## src/rtl/ws2812_multi_driver.sv

```systemverilog
// Multi-strip WS2812 serial driver: NUM_CH strips in lock-step, pixels fetched from
// an external frame RAM one LED ahead and scaled by a global brightness factor.
//
// state | meaning
// IDLE  | waiting for start (ignored while busy is still high)
// FETCH | read strobe for pixel 0
// WAIT  | capture + scale pixel 0 into the shift registers
// SHIFT | serialise 24 bits per LED, prefetching the next LED into hold_q
// LATCH | leds low for T_RESET cycles, done on the last one
module ws2812_multi_driver #(
    parameter int NUM_CH   = 4,
    parameter int NUM_LEDS = 56,
    parameter int ADDR_W   = 6,
    parameter int T_BIT    = 125,
    parameter int T0H      = 34,
    parameter int T1H      = 89,
    parameter int T_RESET  = 5900
) (
    input  logic                   clk,
    input  logic                   rst_n,
    input  logic                   start,
    input  logic                   abort,
    input  logic [7:0]             brightness,
    output logic                   pix_rd,
    output logic [ADDR_W-1:0]      pix_addr,
    input  logic [24*NUM_CH-1:0]   pix_data,
    output logic                   busy,
    output logic                   done,
    output logic [NUM_CH-1:0]      leds
);

    localparam int CYC_W = (T_BIT > 1) ? $clog2(T_BIT) : 1;
    localparam int LAT_W = (T_RESET > 1) ? $clog2(T_RESET) : 1;
    localparam logic [CYC_W-1:0] CYC_LAST = CYC_W'(T_BIT - 1);
    localparam logic [CYC_W-1:0] T0H_C    = CYC_W'(T0H);
    localparam logic [CYC_W-1:0] T1H_C    = CYC_W'(T1H);
    localparam logic [LAT_W-1:0] LAT_INIT = LAT_W'(T_RESET - 1);
    localparam logic [ADDR_W-1:0] LED_LAST = ADDR_W'(NUM_LEDS - 1);

    typedef enum logic [2:0] {S_IDLE, S_FETCH, S_WAIT, S_SHIFT, S_LATCH} state_t;

    state_t                   state_q, state_d;
    logic [CYC_W-1:0]         cyc_q, cyc_d;
    logic [4:0]               bit_q, bit_d;
    logic [ADDR_W-1:0]        led_q, led_d;
    logic [LAT_W-1:0]         lat_q, lat_d;
    logic [7:0]               bright_q, bright_d;
    logic [NUM_CH-1:0][23:0]  shift_q, shift_d;
    logic [NUM_CH-1:0][23:0]  hold_q, hold_d;
    logic [NUM_CH-1:0][23:0]  scaled;
    logic                     cap_q, cap_d;
    logic                     pix_rd_q, pix_rd_d;
    logic [ADDR_W-1:0]        pix_addr_q, pix_addr_d;
    logic                     busy_q, busy_d;
    logic                     done_q, done_d;
    logic [NUM_CH-1:0]        leds_q, leds_d;

    logic accept, bit_end, led_end, last_led, lat_end;

    // Product of byte and (brightness+1) fits in 16 bits; the upper byte is the result.
    function automatic logic [23:0] scale_px(input logic [23:0] px, input logic [7:0] b);
        logic [15:0] k;
        logic [15:0] p;
        logic [23:0] r;
        k = {8'd0, b} + 16'd1;
        r = '0;
        for (int i = 0; i < 3; i++) begin
            p = {8'd0, px[8*i +: 8]} * k;
            r[8*i +: 8] = p[15:8];
        end
        return r;
    endfunction

    always_comb begin
        for (int c = 0; c < NUM_CH; c++) begin
            scaled[c] = scale_px(pix_data[24*c +: 24], bright_q);
        end
    end

    assign accept   = (state_q == S_IDLE) && start && !busy_q;
    assign bit_end  = (cyc_q == CYC_LAST);
    assign led_end  = bit_end && (bit_q == 5'd0);
    assign last_led = (led_q == LED_LAST);
    assign lat_end  = (lat_q == '0);

    always_ff @(posedge clk or negedge rst_n) begin
        if (!rst_n) begin
            state_q <= S_IDLE;
        end else begin
            state_q <= state_d;
        end
    end

    always_comb begin
        state_d = state_q;
        case (state_q)
            S_IDLE:  if (accept) state_d = S_FETCH;
            S_FETCH: state_d = abort ? S_LATCH : S_WAIT;
            S_WAIT:  state_d = abort ? S_LATCH : S_SHIFT;
            S_SHIFT: if (abort || (led_end && last_led)) state_d = S_LATCH;
            S_LATCH: if (lat_end) state_d = S_IDLE;
            default: state_d = S_IDLE;
        endcase
    end

    always_comb begin
        cyc_d      = cyc_q;
        bit_d      = bit_q;
        led_d      = led_q;
        lat_d      = lat_q;
        bright_d   = bright_q;
        shift_d    = shift_q;
        hold_d     = hold_q;
        cap_d      = 1'b0;
        pix_rd_d   = 1'b0;
        pix_addr_d = pix_addr_q;
        busy_d     = done_q ? 1'b0 : busy_q;
        done_d     = 1'b0;
        leds_d     = '0;
        case (state_q)
            S_IDLE: begin
                if (accept) begin
                    bright_d   = brightness;
                    busy_d     = 1'b1;
                    pix_rd_d   = 1'b1;
                    pix_addr_d = '0;
                end
            end
            S_WAIT: begin
                if (!abort) begin
                    shift_d = scaled;
                    cyc_d   = '0;
                    bit_d   = 5'd23;
                    led_d   = '0;
                    // Prefetch of LED 1 lands on cycle 0 of bit 23 of LED 0.
                    if (NUM_LEDS > 1) begin
                        pix_rd_d   = 1'b1;
                        pix_addr_d = ADDR_W'(1);
                    end
                end
            end
            S_SHIFT: begin
                if (!abort) begin
                    cap_d = pix_rd_q;
                    if (cap_q) hold_d = scaled;
                    for (int c = 0; c < NUM_CH; c++) begin
                        leds_d[c] = (cyc_q < (shift_q[c][bit_q] ? T1H_C : T0H_C));
                    end
                    if (bit_end) begin
                        cyc_d = '0;
                        if (bit_q == 5'd0) begin
                            if (!last_led) begin
                                shift_d = hold_q;
                                bit_d   = 5'd23;
                                led_d   = led_q + ADDR_W'(1);
                            end
                            if (int'(led_q) + 2 < NUM_LEDS) begin
                                pix_rd_d   = 1'b1;
                                pix_addr_d = led_q + ADDR_W'(2);
                            end
                        end else begin
                            bit_d = bit_q - 5'd1;
                        end
                    end else begin
                        cyc_d = cyc_q + CYC_W'(1);
                    end
                end
            end
            S_LATCH: begin
                if (lat_end) begin
                    done_d = 1'b1;
                end else begin
                    lat_d = lat_q - LAT_W'(1);
                end
            end
            default: ;
        endcase
        if ((state_q != S_LATCH) && (state_d == S_LATCH)) begin
            lat_d = LAT_INIT;
        end
    end

    always_ff @(posedge clk or negedge rst_n) begin
        if (!rst_n) begin
            cyc_q      <= '0;
            bit_q      <= '0;
            led_q      <= '0;
            lat_q      <= '0;
            bright_q   <= '0;
            shift_q    <= '0;
            hold_q     <= '0;
            cap_q      <= 1'b0;
            pix_rd_q   <= 1'b0;
            pix_addr_q <= '0;
            busy_q     <= 1'b0;
            done_q     <= 1'b0;
            leds_q     <= '0;
        end else begin
            cyc_q      <= cyc_d;
            bit_q      <= bit_d;
            led_q      <= led_d;
            lat_q      <= lat_d;
            bright_q   <= bright_d;
            shift_q    <= shift_d;
            hold_q     <= hold_d;
            cap_q      <= cap_d;
            pix_rd_q   <= pix_rd_d;
            pix_addr_q <= pix_addr_d;
            busy_q     <= busy_d;
            done_q     <= done_d;
            leds_q     <= leds_d;
        end
    end

    assign pix_rd   = pix_rd_q;
    assign pix_addr = pix_addr_q;
    assign busy     = busy_q;
    assign done     = done_q;
    assign leds     = leds_q;

endmodule

```

## config.mk

```make
export PLATFORM = sky130hd
export DESIGN_NAME = ws2812_multi_driver
export DESIGN_NICKNAME = d
export VERILOG_FILES = /design/src/rtl/ws2812_multi_driver.sv
export SDC_FILE = /design/constraint.sdc
export NUM_CORES = 2
export LEC_CHECK = 0
export CAP_MARGIN = 10
export CORE_MARGIN = 2
export CORE_UTILIZATION = 53
export DETAILED_ROUTE_END_ITERATION = 8
export GPL_TIMING_DRIVEN = 1
export PLACE_DENSITY = 0.81
export SYNTH_ARGS = -nofsm -noshare
export SYNTH_HDL_FRONTEND = slang
export SYNTH_SLANG_ARGS = --single-unit
```

## constraint.sdc

```tcl
create_clock -name clk -period 7.5 [get_ports clk]
set_input_delay 0.75 -clock clk [delete_from_list [all_inputs] [get_ports clk]]
set_output_delay 0.75 -clock clk [all_outputs]
set_load 0.02 [all_outputs]
```

=== Word level (Yosys, flattened, before mapping) ===
Index checks and enable logic that the tools add are counted.

* Register bits after elaboration: 248
* Input bits: 108
* Word-level logic and storage cells: 149

* $add $sub $neg: 7
* Multipliers: 12
* $lt $le $gt $ge: 6
* Equality and inequality tests: 17
* Mux-type cells: 66
* Bitwise operators: 1
* Reductions and logical operators: 20

{| class="wikitable"
|+ Operators with widths
! operator !! number
|-
| 2-to-1 mux 96 bit || 5
|-
| case mux 96 bit (2 select lines) || 1
|-
| multiplier 8 x 16 -> 16 bit || 9
|-
| 2-to-1 mux 6 bit || 11
|-
| 2-to-1 mux 7 bit || 7
|-
| multiplier 8 x 9 -> 16 bit || 3
|-
| 2-to-1 mux 13 bit || 3
|-
| < comparator 7 bit || 4
|-
| 2-to-1 mux 5 bit || 5
|-
| binary-select mux 1 bit (select 5 bit) || 4
|-
| case mux 6 bit (3 select lines) || 1
|-
| 2-to-1 mux 1 bit || 17
|-
| 2-to-1 mux 3 bit || 5
|-
| case mux 3 bit (5 select lines) || 1
|-
| != test 2 bit, second input constant || 7
|-
| case mux 7 bit (2 select lines) || 1
|-
| logical NOT 13 bit || 1
|-
| subtractor 13 x 1 -> 13 bit, second input constant || 1
|-
| case mux 6 bit (2 select lines) || 1
|-
| case mux 5 bit (2 select lines) || 1
|-
| adder 8 x 1 -> 9 bit, second input constant || 1
|-
| 2-to-1 mux 4 bit || 2
|-
| adder 6 x 2 -> 7 bit, second input constant || 1
|-
| adder 7 x 1 -> 7 bit, second input constant || 1
|-
| 26 further kinds || 36
|}

=== Logic depth before layout (Yosys ltp) ===
* Depth in word-level cells: 10
* Depth in mapped cells: 23
* Gate-level depth less buffers: 22

=== Least setup slack after synthesis ===
OpenSTA, ideal clock, no wires.

* Path kind: register to register
* From: register bright_q[0]
* To: register hold_q[47] (netlist name)
* Setup time: 0.134 ns
* Data arrival time: 5.479 ns
* Required time: 7.366 ns
* Path slack: 1.887 ns
* Stages on the path, launching flop included: 23
* Clock period less this slack: 5.613 ns
* Cell sequence: dfrtp_1 -> ha_1 -> nand3_1 -> nor3_1 -> buf_2 -> clkbuf_1 -> clkbuf_1 -> and2_1 -> fa_1 -> fa_1 -> fa_1 -> inv_1 -> fa_1 -> inv_1 -> ha_1 -> a21o_1 -> a21o_1 -> a21o_1 -> a21o_1 -> a22oi_1 -> nor2b_1 -> xnor2_1 -> o21ai_0

* Longest elaborated chain between the ends: 2

{| class="wikitable"
|+ Ends and longest elaborated chain
! element !! RTL line !! text
|-
| from (decl) || 47 || <nowiki>logic [7:0] bright_q, bright_d;</nowiki>
|-
| from (signal assigned) || 203 || <nowiki>bright_q <= bright_d;</nowiki>
|-
| adder 8 x 1 -> 9 bit || 65 || <nowiki>k = {8'd0, b} + 16'd1;</nowiki>
|-
| multiplier 8 x 16 -> 16 bit || 68 || <nowiki>p = {8'd0, px[8*i +: 8]} * k;</nowiki>
|-
| to (signal assigned) || 205 || <nowiki>hold_q <= hold_d;</nowiki>
|-
| to (decl) || 49 || <nowiki>logic [NUM_CH-1:0][23:0] hold_q, hold_d;</nowiki>
|}

No other way between the ends.
A chain may end at the register's enable or synchronous reset.

=== Worst setup path in the final report ===
* From: register bright_q[0]
* To: register hold_q[31] (netlist name)

Same word-level chain as after synthesis.

==> impl_metrics.ini <==
[cts]
cts_root_buf = clkbuf_16
clkLatencyLatePin_ps = 570
ctsResizeCount = 0
cts_max_level = 1
clk_pin_slew_ps = 70
post-cts-setup-buffer-count = 0
cts_buffer_depth = 3
cts_tree = done
cts_inserted_buffers = 26
cts-hold-fix-buffers = 0
clock_sinks = 248

[route]
via_per_inst = 5.632
route.met3.wl_um = 5072
wirelength_um = 85280
ant_nets = 0
detail_route.wl_per_cell_um = 17.48
wl_met1_um = 36150
dr_wl_met2_um = 41490
route.detailed.drc = 0
top_layer = met5
first_iter_violations = 1990
vias = 27480
firstDrtPassIters = 7

[setup_path]
crit_fanout = 48
r2r-end = hold_q[31]$_DFFE_PN0P_
ff2ff_setup_slack_ps = 1140
crit_required_ps = 7910
cp.arrival_ps = 6780
end_kind = flop
critPathMaxStageDelay_ps = 620
cpMaxStageDelayCell = xor2_4
path_depth = 21
start_kind = flop
crit_top_cell = fa_1
r2r_cells = 21
path_delay_family = adder cells
rr_startpoint = bright_q[0]$_DFFE_PN0P_
critical_path_class = flop to flop
critPathBufInv = 4
cp_cell_sequence = buf_4, nand2_1, nor2_1, and3_1, xor2_4, buf_12, and2_1, fa_1, fa_1, fa_1, inv_1, fa_1, inv_1, ha_1, a21oi_1, o31ai_2, o311a_1, o22ai_1, o21bai_1, xnor2_1, o21ai_1

[timing]
rsz0062_at_grt = false
clock_skew_ps = 30.90
slew_headroom_pct = 19.27
hold_viol = 0
worst_slew_pin_slew_ps = 1211
timing.final.crit_share_pct = 84.83
fin_setup_tns_ps = 0
slew_violations = 0
fmax_mhz = 157.2
timing.final.crit_period_ps = 6362
finalSetupViolations = 0

[global_route]
grt_pass1_vias = 29050
overflow = 0
grt_first_pass_wirelength_um = 144900
grt_max_degree = 118
antenna_found_initial = 4
grt.total_usage_pct = 24.96

[cells_and_area]
drive_above_1_share_pct = 3.979
final_cell_mix = 645 x inv_1, 568 x and2_1, 480 x fa_1
final_common_cell = inv_1
nNetsFinal = 4976
regArea_um2 = 6207
post-route-cell-area_um2 = 39390
multi_input_area_um2 = 27190
fillers = 5714
area_delta_synth_final_pct = 8.222

[yosys]
syn_nets = 4955
synth_seq_cells = 248
synth_top_cell_area_share_pct = 26.40
synth_edf_count = 0
synth.largest_area_cell = fa_1
postSynthAreaPerCell_um2 = 9.202
seq_area_frac_synth_pct = 17.05
synth.cell_area_um2 = 36400
synth_cell_type_count = 75
synth_area_leaders = fa_1 26%, dfrtp_1 17%, ha_1 14%
yosys_warnings = 0
syn_inst = 3956
async_reset_ff_share_pct = 100.0
ys.flop_type = dfrtp_1

[outcome]
status = complete, no violations

[floorplan]
fp.dieW_um = 266.1
initial_utilization_pct = 53.26
core_um2 = 68350
dieArea_um2 = 70790
ios = 121
die_h_um = 266.1
rows = 96

[hold_path]
hold_path.class = primary input to asynchronous set/reset pin

[pwr]
p_per_area_nw_per_um2 = 74.05
total_power_uw = 2917
ir_drop_uv = 166.6
p_leak_uw = 0.02053

[flow_run]
cap_violations = 0

[placed_design]
portBuffers = 120
dp_hpwl_um = 63400
dpl_cell_area_um2 = 38510
gp_congestion = 0.8578
per-layer routing:
metal / vias up / global-route usage [%]
li1: 12590 / -
met1: 13890 / 33.06
met2: 843 / 42.84
met3: 151 / 3.253
met4: 4 / 7.455
met5: - / 0
how the worst max path moves through the flow:
| stage | start | to | slack, ps |
|---|---|---|---|
| 2_1_floorplan | bright_q[0]$_DFFE_PN0P_ | hold_q[47]$_DFFE_PN0P_ | 1890 |
| 3_3_place_gp | bright_q[0]$_DFFE_PN0P_ | hold_q[39]$_DFFE_PN0P_ | 1350 |
| 3_5_place_dp | bright_q[0]$_DFFE_PN0P_ | hold_q[31]$_DFFE_PN0P_ | 1210 |
| 4_1_cts | bright_q[0]$_DFFE_PN0P_ | hold_q[31]$_DFFE_PN0P_ | 1190 |
| 5_1_grt | bright_q[1]$_DFFE_PN0P_ | hold_q[95]$_DFFE_PN0P_ | 710 |
| 6_report | bright_q[0]$_DFFE_PN0P_ | hold_q[31]$_DFFE_PN0P_ | 1140 |
registers in the layout, summed over array words and instances (netlist names):
signal / count
cyc_q: 7
shift_q: 96
pix_addr: 6
done: 1
bright_q: 8
bit_q: 5
lat_q: 13
hold_q: 96
cap_q: 1
busy: 1
pix_rd: 1
leds: 4
led_q: 6
state_q: 3
stage by stage:
stage	setup WS [ps]	hold slack, ps	util (%)	std cells
final	1138	210.1	57.64	4880
after global routing	714.1	277.1	57.63	4878
after detailed placement	1210	467.5	56.34	4831
after CTS	1192	255.6	57.63	4878
after floorplan	1887	445.9	-	3956
after global placement	1346	460.4	56.34	4831
cell families (layout without fill, tap and decap cells):
| kind of cell | count (synthesis) | count (layout) | synth area share (%) |
|---|---|---|---|
| AO/OA/AOI/OAI | 495 | 495 | 8.896 |
| XOR/XNOR | 160 | 160 | 3.850 |
| adder cells (fa/ha/maj) | 891 | 891 | 40.53 |
| buffers and inverters | 813 | 853 | 8.617 |
| flip-flops | 248 | 248 | 17.05 |
| multiplexers | 51 | 51 | 2.007 |
| other | 0 | 2 | 0 |
| AND/OR/NAND/NOR | 1298 | 1298 | 19.06 |
Yosys cell counts, types with 6 or more instances:
cell type / instances
inv_1: 645
and2_1: 568
fa_1: 480
ha_1: 411
nand2_1: 404
dfrtp_1: 248
o21ai_0: 160
clkbuf_1: 134
xnor2_1: 101
nor2b_1: 80
a21oi_1: 69
nor2_1: 62
xor2_1: 59
nand3_1: 56
a22oi_1: 53
a21o_1: 50
nand2b_1: 35
o211ai_1: 28
nor3_1: 25
buf_2: 23
o31ai_1: 20
mux2i_1: 19
mux2_2: 16
mux4_2: 16
and3_1: 14
o21a_1: 13
o21ai_1: 13
nor4_1: 11
a22o_1: 9
a31oi_1: 9
nand4_1: 9
a222oi_1: 7
a311oi_1: 7
buf_6: 7
a211oi_1: 6
and4b_1: 6
power by group:
group	total, uW	switching [uW]	internal (uW)
clock	1330	574	755
sequential	1340	2.40	1340
combinational	248	150	97.3
total	2920	727	2190
final cells by class:
class                   count  area share (%)
diodes                      2         0.01270
clock buffers              36           1.950
clock inverters            11          0.2890
inverters                 646           6.155
multi-input cells        2895           69.02
flip-flops and latches    248           15.76
well taps                 882           2.801
repair buffers            160           4.015
No activity file was read; power rests on OpenSTA's default activity.
